`config.mk`:
```
export PLATFORM = sky130hd
export DESIGN_NAME = i2s_tx_16
export DESIGN_NICKNAME = d
export VERILOG_FILES = /design/src/rtl/audio_pkg.sv /design/src/rtl/i2s_bclk_gen.sv /design/src/rtl/i2s_tx_16.sv
export SDC_FILE = /design/constraint.sdc
export NUM_CORES = 1
export LEC_CHECK = 0
export CORE_MARGIN = 2
export CORE_UTILIZATION = 49
export DETAILED_ROUTE_END_ITERATION = 12
export MAX_ROUTING_LAYER = met4
export PLACE_DENSITY = 0.8
export SYNTH_ARGS = -nofsm -noshare
export SYNTH_HDL_FRONTEND = slang
export SYNTH_SLANG_ARGS = --single-unit
```
`constraint.sdc`:
```
create_clock -name CLK -period 2.3 [get_ports CLK]
set_input_delay 0.23 -clock CLK [delete_from_list [all_inputs] [get_ports CLK]]
set_output_delay 0.23 -clock CLK [all_outputs]
set_load 0.05 [all_outputs]
```
`src/rtl/audio_pkg.sv`:
```
// audio_pkg: shared types and constants for the audio output path.
//   SAMPLE_W    - sample width and I2S channel slot width
//   FRAME_SLOTS - BCLK periods per I2S frame (left + right slots)
//   sample_t    - one mono audio sample
//   i2s_state_t - transmitter run state
package audio_pkg;

  localparam int SAMPLE_W    = 16;
  localparam int FRAME_SLOTS = 32;

  typedef logic [SAMPLE_W-1:0] sample_t;

  typedef enum logic {
    IDLE = 1'b0,
    RUN  = 1'b1
  } i2s_state_t;

endpackage

```
`src/rtl/i2s_bclk_gen.sv`:
```
// i2s_bclk_gen: divides CLK down to the I2S bit clock.
//   CLK      in   system clock
//   RESET_N  in   asynchronous active-low reset
//   run      in   count while high; divider and BCLK held at 0 while low
//   BCLK     out  registered bit clock, period 2*BCLK_DIV CLK cycles
//   fall_evt out  high for the CLK cycle whose rising edge drives BCLK 1->0
module i2s_bclk_gen #(
  parameter int BCLK_DIV = 4
) (
  input  logic CLK,
  input  logic RESET_N,
  input  logic run,
  output logic BCLK,
  output logic fall_evt
);

  localparam logic [7:0] DIV_LAST = 8'(BCLK_DIV - 1);

  logic [7:0] div_r;
  logic       bclk_r;
  logic       tc_s;

  assign tc_s     = (div_r == DIV_LAST);
  // The fall event is announced in the same cycle the register toggles, so
  // the consumer's registers update on the same CLK edge as BCLK.
  assign fall_evt = run & tc_s & bclk_r;
  assign BCLK     = bclk_r;

  // Half-period divider and bit clock register.
  always_ff @(posedge CLK or negedge RESET_N) begin
    if (!RESET_N) begin
      div_r  <= 8'd0;
      bclk_r <= 1'b0;
    end else if (!run) begin
      div_r  <= 8'd0;
      bclk_r <= 1'b0;
    end else if (tc_s) begin
      div_r  <= 8'd0;
      bclk_r <= ~bclk_r;
    end else begin
      div_r  <= div_r + 8'd1;
      bclk_r <= bclk_r;
    end
  end

endmodule

```
`src/rtl/i2s_tx_16.sv`:
```
// i2s_tx_16: I2S transmitter for 16-bit mono samples. Each sample read from
// the FIFO is sent on both left and right channels, MSB first, with the
// standard one-bit delay after LRCLK changes. One FIFO read per frame.
//   CLK        in   system clock
//   RESET_N    in   asynchronous active-low reset
//   ENABLE     in   run request, honoured only at frame boundaries
//   FIFO_EMPTY in   FIFO has no word available
//   FIFO_DATA  in   FIFO read data, valid the cycle after FIFO_RD
//   FIFO_RD    out  single-cycle read strobe
//   BCLK       out  I2S bit clock
//   LRCLK      out  word select, 0 = left, 1 = right
//   SDATA      out  serial data
//   UNDERRUN   out  single-cycle pulse when a fetch finds the FIFO empty
module i2s_tx_16 #(
  parameter int BCLK_DIV = 4,
  parameter int SAMPLE_W = 16
) (
  input  logic                CLK,
  input  logic                RESET_N,
  input  logic                ENABLE,
  input  logic                FIFO_EMPTY,
  input  logic [SAMPLE_W-1:0] FIFO_DATA,
  output logic                FIFO_RD,
  output logic                BCLK,
  output logic                LRCLK,
  output logic                SDATA,
  output logic                UNDERRUN
);

  import audio_pkg::*;

  localparam int         SHIFT_W    = 2 * SAMPLE_W;
  localparam logic [4:0] SLOT_LAST  = 5'(FRAME_SLOTS - 1);
  // Entering this slot's successor (slot 16) fetches the next frame's sample.
  localparam logic [4:0] SLOT_FETCH = 5'(SAMPLE_W - 1);

  i2s_state_t          state_r;
  logic [4:0]          slot_r;
  logic [4:0]          slot_next_s;
  logic [SAMPLE_W-1:0] hold_r;
  logic [SHIFT_W-1:0]  shift_r;
  logic [SHIFT_W-1:0]  shift_next_s;
  logic                rd_r;
  logic                cap_pend_r;
  logic                underrun_r;
  logic                lrclk_r;
  logic                sdata_r;
  logic                stop_r;
  logic                run_s;
  logic                fall_s;
  logic                fetch_s;

  assign run_s = (state_r == RUN);

  i2s_bclk_gen #(
    .BCLK_DIV (BCLK_DIV)
  ) u_bclk_gen (
    .CLK      (CLK),
    .RESET_N  (RESET_N),
    .run      (run_s),
    .BCLK     (BCLK),
    .fall_evt (fall_s)
  );

  // Next slot number and next shift register contents for a fall event.
  always_comb begin
    slot_next_s  = slot_r + 5'd1;
    shift_next_s = {shift_r[SHIFT_W-2:0], 1'b0};
    if (slot_r == SLOT_LAST) begin
      slot_next_s = 5'd0;
    end else begin
      slot_next_s = slot_r + 5'd1;
    end
    // Loading on entry to slot 1 gives the one-bit delay after LRCLK falls.
    if (slot_r == 5'd0) begin
      shift_next_s = {hold_r, hold_r};
    end else begin
      shift_next_s = {shift_r[SHIFT_W-2:0], 1'b0};
    end
  end

  // Fetch request: on run start, and on the event entering slot 16.
  always_comb begin
    fetch_s = 1'b0;
    case (state_r)
      IDLE:    fetch_s = ENABLE;
      RUN:     fetch_s = fall_s & (slot_r == SLOT_FETCH);
      default: fetch_s = 1'b0;
    endcase
  end

  // Run-state FSM with fetch/hold, slot counter and serializer.
  always_ff @(posedge CLK or negedge RESET_N) begin
    if (!RESET_N) begin
      state_r    <= IDLE;
      slot_r     <= 5'd0;
      hold_r     <= {SAMPLE_W{1'b0}};
      shift_r    <= {SHIFT_W{1'b0}};
      rd_r       <= 1'b0;
      cap_pend_r <= 1'b0;
      underrun_r <= 1'b0;
      lrclk_r    <= 1'b0;
      sdata_r    <= 1'b0;
      stop_r     <= 1'b0;
    end else begin
      rd_r       <= 1'b0;
      underrun_r <= 1'b0;
      // FIFO returns data the cycle after the strobe; capture it then.
      cap_pend_r <= rd_r;
      if (cap_pend_r) begin
        hold_r <= FIFO_DATA;
      end
      if (fetch_s) begin
        if (FIFO_EMPTY) begin
          hold_r     <= {SAMPLE_W{1'b0}};
          underrun_r <= 1'b1;
        end else begin
          rd_r <= 1'b1;
        end
      end
      case (state_r)
        IDLE: begin
          if (ENABLE) begin
            state_r <= RUN;
            slot_r  <= 5'd0;
            shift_r <= {SHIFT_W{1'b0}};
            lrclk_r <= 1'b0;
            sdata_r <= 1'b0;
            stop_r  <= 1'b0;
          end
        end
        RUN: begin
          if (fall_s) begin
            if (stop_r) begin
              // Slot 0 (right LSB) has completed; park everything at zero.
              state_r <= IDLE;
              slot_r  <= 5'd0;
              shift_r <= {SHIFT_W{1'b0}};
              lrclk_r <= 1'b0;
              sdata_r <= 1'b0;
              stop_r  <= 1'b0;
            end else begin
              slot_r  <= slot_next_s;
              lrclk_r <= slot_next_s[4];
              shift_r <= shift_next_s;
              sdata_r <= shift_next_s[SHIFT_W-1];
              // ENABLE is only looked at on the frame boundary.
              if (slot_next_s == 5'd0) begin
                stop_r <= ~ENABLE;
              end
            end
          end
        end
        default: state_r <= IDLE;
      endcase
    end
  end

  assign FIFO_RD  = rd_r;
  assign UNDERRUN = underrun_r;
  assign LRCLK    = lrclk_r;
  assign SDATA    = sdata_r;

endmodule

```
Word-level counts from Yosys, hierarchy flattened:

Cells that the tools add are included.

* add/sub/neg operators: 2
* eq/ne operators: 6
* muxes and demuxes: 37
* bitwise gates (word level): 6
* reductions and logical operators: 3

Operators by type and width (number)
* 2-to-1 mux 31 bit: 3
* case mux 31 bit (2 select lines): 1
* 2-to-1 mux 16 bit: 3
* 2-to-1 mux 32 bit: 1
* 2-to-1 mux 5 bit: 4
* 2-to-1 mux 1 bit: 17
* 2-to-1 mux 8 bit: 2
* logical NOT 5 bit: 2
* case mux 1 bit (2 select lines): 5
* case mux 5 bit (2 select lines): 1
* adder 8 x 1 -> 8 bit, second input constant: 1
* equality test 8 x 2 -> 1 bit, second input constant: 1
* adder 5 x 1 -> 5 bit, second input constant: 1
* equality test 5 x 4 -> 1 bit, second input constant: 1
* equality test 5 bit, second input constant: 1
* != test 2 x 1 -> 1 bit, second input constant: 2
* bitwise AND 1 bit: 3
* inverter 1 bit: 3
* != test 2 bit, second input constant: 1
* AND reduction 2 bit: 1

* flip-flop bits (word level): 68
* input bits: 20
* output and inout bits: 5

Longest topological paths before layout:

Gate-level depths: netlist of run 1.

* word-level depth: 7
* gate-level depth with buffers: 7
* depth with buffers taken out: 6

Modules after synthesis:

From an unflattened synthesis of run 1, not the netlist that was laid out.

* cell total of the unflattened synthesis: 283
* area total of the unflattened synthesis: 3088.0 um^2

By module, submodules not included
* i2s_tx_16: times used 1, cells an instance 239, area an instance 2657.5 um^2, seq. area each 1451.4 um^2
* i2s_bclk_gen: times used 1, cells an instance 44, area an instance 430.4 um^2, seq. area each 225.2 um^2

Least setup slack after synthesis of run 1:

OpenSTA, ideal clock, no wires.

* path type: register to register
* start: reg u_bclk_gen.div_r[0]
* end: reg hold_r[10]
* data arrival time: 1.984 ns
* required time: 2.181 ns
* setup slack: 0.197 ns
* cell stages (with the launch flop): 7
* cells stage by stage: dfrtp_1 > ha_1 > or3b_2 > buf_2 > o41ai_4 > buf_6 > nor2_2

* cells in the longest elaborated chain, start to end: 6

RTL lines
* from (decl): RTL line i2s_bclk_gen.sv:19 `logic [7:0] div_r;`
* from (signal assigned): RTL line i2s_bclk_gen.sv:41 `div_r <= div_r + 8'd1;`
* equality test 8 x 2 -> 1 bit: RTL line i2s_bclk_gen.sv:23 `assign tc_s = (div_r == DIV_LAST);`
* bitwise AND 1 bit (2 in series): RTL line i2s_bclk_gen.sv:26 `assign fall_evt = run & tc_s & bclk_r;`
* bitwise AND 1 bit: RTL line i2s_tx_16.sv:87 `RUN: fetch_s = fall_s & (slot_r == SLOT_FETCH);`
* case mux 1 bit (2 select lines): RTL line i2s_tx_16.sv:85 `case (state_r)`
* 2-to-1 mux 16 bit: RTL line i2s_tx_16.sv:113 `if (fetch_s) begin`
* to (signal assigned): RTL line i2s_tx_16.sv:97 `hold_r <= {SAMPLE_W{1'b0}};`
* to (signal assigned): RTL line i2s_tx_16.sv:115 `hold_r <= {SAMPLE_W{1'b0}};`
* to (decl): RTL line i2s_tx_16.sv:40 `logic [SAMPLE_W-1:0] hold_r;`

Every way passes these cells.
A chain may end at the register's enable or synchronous reset.

Worst setup path after layout of run 1:

* start: reg u_bclk_gen.div_r[0]
* end: reg shift_r[22]

* cells in the longest elaborated chain, start to end: 5

RTL lines
* equality test 8 x 2 -> 1 bit: RTL line i2s_bclk_gen.sv:23
* bitwise AND 1 bit (2 in series): RTL line i2s_bclk_gen.sv:26
* != test 2 x 1 -> 1 bit (no line)
* AND reduction 2 bit (no line)
* to (signal assigned): RTL line i2s_tx_16.sv:98 `shift_r <= {SHIFT_W{1'b0}};`
* to (signal assigned): RTL line i2s_tx_16.sv:126 `shift_r <= {SHIFT_W{1'b0}};`
* to (signal assigned): RTL line i2s_tx_16.sv:138 `shift_r <= {SHIFT_W{1'b0}};`
* to (decl): RTL line i2s_tx_16.sv:41 `logic [SHIFT_W-1:0] shift_r;`

Every way passes these cells.

==> summary.txt, run 1 <==
Outcome
  – Outcome: finished clean

Worst hold path
  – Min-Delay Path Class: flip-flop to flip-flop

Detailed routing
  – # DRC: 0
  – DR pass1 iterations: 4
  – First DRT Iteration DRCs: 146
  – Final ANT Viol Nets: 0
  – Vias post-DR: 2,091
  – Mean number of vias per cell: 5.68
  – WL/cell: 17.1 µm
  – WL final: 6280 µm

Synth
  – Seq/Total Area, Yosys: 49.5%
  – Mapped Cells: 256
  – Count of cell types in the netlist: 46
  – Synthesized flop and latch total: 67
  – Async S/R FF share, synth: 100%
  – Post-Syn Area: 0.00338 mm²
  – Post-synthesis net count: 282
  – Post-synth EDFFs: 0
  – Yosys warning count: 0
  – Main synth FF type: dfrtp_1
  – Syn Area/Cell: 13.2 µm²

Layout
  – Core Util, Final: 58.2%
  – Fin cells: 368
  – Most frequent cells in the layout: dfrtp_1 (66), mux2i_1 (47), o2bb2ai_2 (30)
  – Commonest non-fill, non-tap cell in the layout: dfrtp_1
  – Sequential Area: 0.00168 mm²
  – Multi-input logic area: 0.00157 mm²
  – Final #Nets: 309
  – Fill count: 550
  – Share of layout cells above drive strength 1: 26.0%
  – ANT cells: 0
  – Area Growth Syn to Fin: 16.2%

Floorplan
  – I/O pin count: 25
  – Die height: 87.1 µm
  – Die Area: 0.00759 mm²
  – Starting density of the core: 50.1%
  – # rows: 30
  – Horiz. Die Dim: 87.1 µm
  – Core Area: 0.00676 mm²

STA
  – Relative slew slack: 60.8%
  – Skew final: 0.00942 ns
  – Final hold viol count: 0
  – Highest clock rate: 0.456 GHz
  – Final Cycle Share: 95.4%
  – TNS Setup: 0 ns
  – Fin worst setup slack: 0.105 ns
  – RSZ-0062 raised after global routing: no
  – Slew @ Worst Pin: 0.589 ns
  – Final setup viols: 0
  – Minimum clock period: 2.20 ns
  – Final Max Slew Viols: 0

Global routing
  – Total global routing overflow: 0
  – GRT met1 Usage: 25.5%
  – GRT Total Usage: 19.4%
  – First-pass GRT wire length: 11,000 µm
  – Antenna violations before repair: 0
  – Busiest layer in global routing: met2
  – Largest net degree at the start of global routing: 44
  – Met3 usage: 4.08%
  – Vias in the first global route: 2,285
  – Routing usage on met2: 28.9%

Setup path
  – Worst Path Arrival: 2.42 ns
  – CP required: 2.52 ns
  – CP Launch Type: flip-flop
  – Worst Setup End Kind: flip-flop
  – CP Max Fanout: 22
  – Crit Path Class: flip-flop to flip-flop

Power
  – Internal power: 3060 µW
  – Switching part of the total: 36.2%
  – Leak Pwr: 0.00172 µW
  – VDD IR max: 0.537 mV
  – Combinational power share: 39.3%
  – Cell area power density: 1220 mW/mm²
  – Sw power: 1740 µW
  – Clock network fraction of total power: 20.6%
  – Reg power frac: 40.1%

Clocking
  – Clock Latency Late Sink: 0.34 ns
  – Root buffer cell: clkbuf_8
  – Clock sink count: 67
  – CTS tree: done
  – CTS Buffer Depth: 2
  – Clock Pin Slew Worst Setup and Hold Paths: 0.07 ns
  – Postcts setup bufs: 0
  – CTS buffer count: 9
  – # H-tree levels: 3

Run
  – Max Cap Violations: 0

Placed design
  – Placement Setup Slack: 0.0418 ns
  – IO buf count: 24
  – Placed Cells: 351
  – Placer Congestion: 0.828
  – Dpl hpwl: 4070 µm
[flip-flops by register name, indices dropped and copies added (netlist names)]
register and flops:
FIFO_RD 1, LRCLK 1, SDATA 1, UNDERRUN 1, cap_pend_r 1, hold_r 16
run_s 1, shift_r 31, slot_r 4, stop_r 1, u_bclk_gen.BCLK 1, u_bclk_gen.div_r 8
[worst paths after layout]
| path | start | end | slack, ns | cells after the start |
|---|---|---|---|---|
| max in group asynchronous | RESET_N | slot_r[0] | 1.23 | 3 |
| worst min-delay path | FIFO_RD | cap_pend_r | 0.38 | 0 |
| min in group asynchronous | RESET_N | hold_r[5] | 0.42 | 2 |
| worst max register to register | u_bclk_gen.div_r[0] | shift_r[22] | 0.10 | 5 |
| worst max-delay path | u_bclk_gen.div_r[0] | shift_r[22] | 0.10 | 5 |
| worst min register to register | FIFO_RD | cap_pend_r | 0.38 | 0 |
[cell type report]
type                    count  share of cell area [%]
flip-flops and latches     67                    42.7
repair buffers             34                    9.22
inverters                   6                   0.573
clock buffers              10                    3.50
well taps                  80                    2.54
clock inverters             6                    1.62
multi-input cells         165                    39.9
[worst max-delay path, cell delays in order (launching register included)]
cell	delay (ns)
dfrtp_1	0.41
ha_1	0.23
or3b_2	0.52
o31a_2	0.53
buf_12	0.25
o2bb2ai_2	0.13
[layer usage]
metal | vias to the layer above | share of wire [%]
met3 | 13 | 2.6
met4 | 0 | 2.0
met5 | - | 0
met2 | 31 | 48
li1 | 996 | -
met1 | 1051 | 48
[synthesized netlist by cell type (3+ instances only)]
cell / count / share of area (%)
a21oi_1: 4 / 0.59
buf_1: 4 / 0.44
buf_12: 3 / 1.8
buf_2: 3 / 0.44
buf_6: 3 / 1.0
clkbuf_1: 5 / 0.55
dfrtp_1: 67 / 50
ha_1: 6 / 2.2
inv_1: 6 / 0.67
mux2i_1: 47 / 14
nand2_1: 3 / 0.33
nand2b_1: 3 / 0.55
nand3_1: 5 / 0.74
nor2_1: 14 / 1.6
nor2_2: 9 / 1.7
o21ai_0: 4 / 0.59
o2bb2ai_2: 30 / 13
or3_1: 4 / 0.74
[power groups by stage]
| stage | logic (µW) | clock network [µW] | registers [µW] |
|---|---|---|---|
| 2_1_floorplan | 1490 | 0 | 1930 |
| 3_3_place_gp | 1810 | 0 | 1920 |
| 3_5_place_dp | 1880 | 0 | 1930 |
| 4_1_cts | 1880 | 1010 | 1920 |
| 5_1_grt | 2070 | 1060 | 1980 |
| 6_report | 1890 | 991 | 1920 |
[metrics by stage]
stage | hold WS [ns] | area (µm²) | power, µW
5_1_grt | 0.395 | 3930 | 5110
4_1_cts | 0.389 | 3910 | 4810
6_report | 0.384 | 3930 | 4800
3_3_place_gp | 0.257 | 3700 | 3720
2_1_floorplan | -0.0656 | 3380 | 3420
3_5_place_dp | 0.272 | 3700 | 3800
[cell families after synthesis]
family / count (synthesis) / share of synthesized area, %
simple gates: 53 / 9.09
mux: 48 / 14.2
buf+inv: 24 / 4.88
flops: 67 / 49.5
xor+xnor: 4 / 1.04
fa+ha+maj: 6 / 2.22
compound gates: 54 / 19.0
[timing repair]
item	in CTS	in global routing
setup endpoints to repair	0	1
gates resized for setup	0	6
endpoints found under the hold margin	24	0
hold buffers	1	0
(Power assumes the default switching activity.)
==> run 2: changes to the inputs <==
- TNS_END_PERCENT: default -> 50
==> results of run 2 <==
Final layout, timing and power as in run 1 (identical DEF).
==> patch, RTL diff (config.mk and constraints of run 2) <==
Register the output `UNDERRUN` once more; this adds one clock of latency there. The other outputs are not delayed to match. Comments in the files are not updated.
--- a/src/rtl/i2s_tx_16.sv
+++ b/src/rtl/i2s_tx_16.sv
@@ -158,5 +158,7 @@
 
   assign FIFO_RD  = rd_r;
-  assign UNDERRUN = underrun_r;
+  always_ff @(posedge CLK) begin
+    UNDERRUN <= underrun_r;
+  end
   assign LRCLK    = lrclk_r;
   assign SDATA    = sdata_r;
Function: changed (a bounded check fails within 4 cycles, from zero or initial values and one cycle with RESET_N low).
==> patch against run 2 <==
Area after synthesis up 0.59%. Critical endpoint is now slot_r[2]$_DFFE_PN0P_. Setup slack worse by 15 ps. Sequential share of layout area down 0.060 points. Cell area up 1.3%. Wire length up 1.2%. Power up 5.4%. Sequential cell count up 1.
==> patch: results (changes against run 2) <==
clock_network:
  cts_hold_buf: 1  # unchanged
  tritoncts: "yes"
  root_buffer: "clkbuf_8"
  clock_sinks: 68  # +1.5%
  clk_latency_ps: 350
  htree_levels: 3  # unchanged
drt:
  drt_pass1_iterations: 4  # unchanged
  drtIter0Drc: 139  # -4.8%
  detail_route.wl_per_cell_um: 17.2  # +0.63%
  vias: 2106  # +0.72%
layout:
  comb.multi_input.count: 165  # unchanged
  clkCellAreaFrac: 0.0628  # +0.0116
  nFillCells: 542  # -1.5%
  fin_nets: 311  # +0.65%
  drive_gt1_frac: 0.255  # -0.00524
  reg.largest.list: "shift_r x31, hold_r x16, u_bclk_gen.div_r x8"
  multi_input_area_share: 0.391  # -0.00808
  bufAreaShareNonClock: 0.0898  # -0.00247
  buffers: 35  # +2.9%
  final_common_cell: "dfrtp_1"
  clkbuf_count: 12  # +2
  inverters: 6  # unchanged
  seq-cell-share: 0.426  # -0.000601
timing:
  worst_slew_pin_slew_ps: 556  # -33.0 ps
  skew_ps: 7.43  # -1.99 ps
global_routing:
  grt_use_met2: 0.306  # +0.0171
  grt_pass1_vias: 2269  # -0.70%
  track_usage: 0.194  # +0.000519
  grtUsageMet3: 0.0578  # +0.0171
  grt_util_met1: 0.242  # -0.0134
  grt_max_degree: 33  # -25%
  grt_pass1_wl_um: 11000  # +0.25%
placed_design:
  dp_hpwl_um: 4230  # +3.9%
  place_congestion: 0.814  # -1.7%
  portBuffers: 24  # unchanged
worst_setup_path:
  max_stage_delay_ps: 530  # about the same
  crit_fanout: 6  # -73%
  cp.arrival_ps: 2500  # +80 ps
  cpMaxStageDelayCell: "or4bb_1"
  reg2reg_setup_slack_ps: 90
  crit_family: "simple AND/OR/NAND/NOR gates"
power_and_ir_drop:
  p_switching_mw: 1.74  # about the same
  ir_drop_v: 0.000769  # +43%
  powerDensity_nw_per_um2: 1270  # +4.0%
  leakage_nw: 1.78  # +3.2%
  powerComb_mw: 1.89  # about the same
synth:
  syn-num-nets: 283  # +0.35%
  synthArstFlopShare: 0.985  # -0.0147
  synth_area_leaders: "dfrtp_1 (49%), mux2i_1 (14%), o2bb2ai_2 (13%), ha_1 (2.2%), buf_12 (1.8%)"
  yosysSeqAreaShare: 0.498  # +0.00297
  yosysWarnings: 0  # unchanged
  synth_cell_types: 47  # +2.2%
outcome:
  outcome: "finished, final reports clean"
patch: changes by cell type in the layout (fill, tap and decap cells not counted), sizes merged:
cell	change
bufinv	+2
clkbuf	+2
clkinvlp	-2
buf	+1
clkinv	-1
dfxtp	+1
inv	-1
patch: stage by stage:
stage / instances / setup WS [ps] / utilization / hold WS (ps) / cell area (sq um)
3_5_place_dp: 353 / 51.1 / 0.549 / 249 / 3710
3_3_place_gp: 353 / 159 / 0.549 / 242 / 3710
5_1_grt: 370 / 2.56 / 0.590 / 362 / 3990
2_1_floorplan: 257 / 197 / - / -65.6 / 3400
6_report: 370 / 90.3 / 0.590 / 345 / 3990
4_1_cts: 370 / 34.6 / 0.588 / 353 / 3970
patch: per-layer routing:
metal / up-vias / wire [um]
met4: 0 / 61
li1: 1010 / -
met5: - / 0
met3: 7 / 198
met2: 31 / 3070
met1: 1058 / 3020
patch: kinds of logic after synthesis:
| kind of cell | after synthesis | synth area share |
|---|---|---|
| adders and majority gates | 6 | 0.0221 |
| buffers and inverters | 24 | 0.0485 |
| AOI/OAI and AO/OA | 54 | 0.189 |
| DFF | 68 | 0.498 |
| and+or+nand+nor | 53 | 0.0904 |
| xor gates and xnor gates | 4 | 0.0103 |
| muxes | 48 | 0.141 |
patch: final timing paths:
check                                               end             startpoint  cells after the start
worst max-delay path              slot_r[2]$_DFFE_PN0P_  slot_r[0]$_DFFE_PN0P_                      6
worst min-delay path                   UNDERRUN$_DFF_P_   underrun_r$_DFF_PN0_                      0
worst max register to register    slot_r[2]$_DFFE_PN0P_  slot_r[0]$_DFFE_PN0P_                      6
worst min register to register         UNDERRUN$_DFF_P_   underrun_r$_DFF_PN0_                      0
max in group asynchronous         slot_r[0]$_DFFE_PN0P_                RESET_N                      3
min in group asynchronous       shift_r[23]$_DFFE_PN0P_                RESET_N                      2
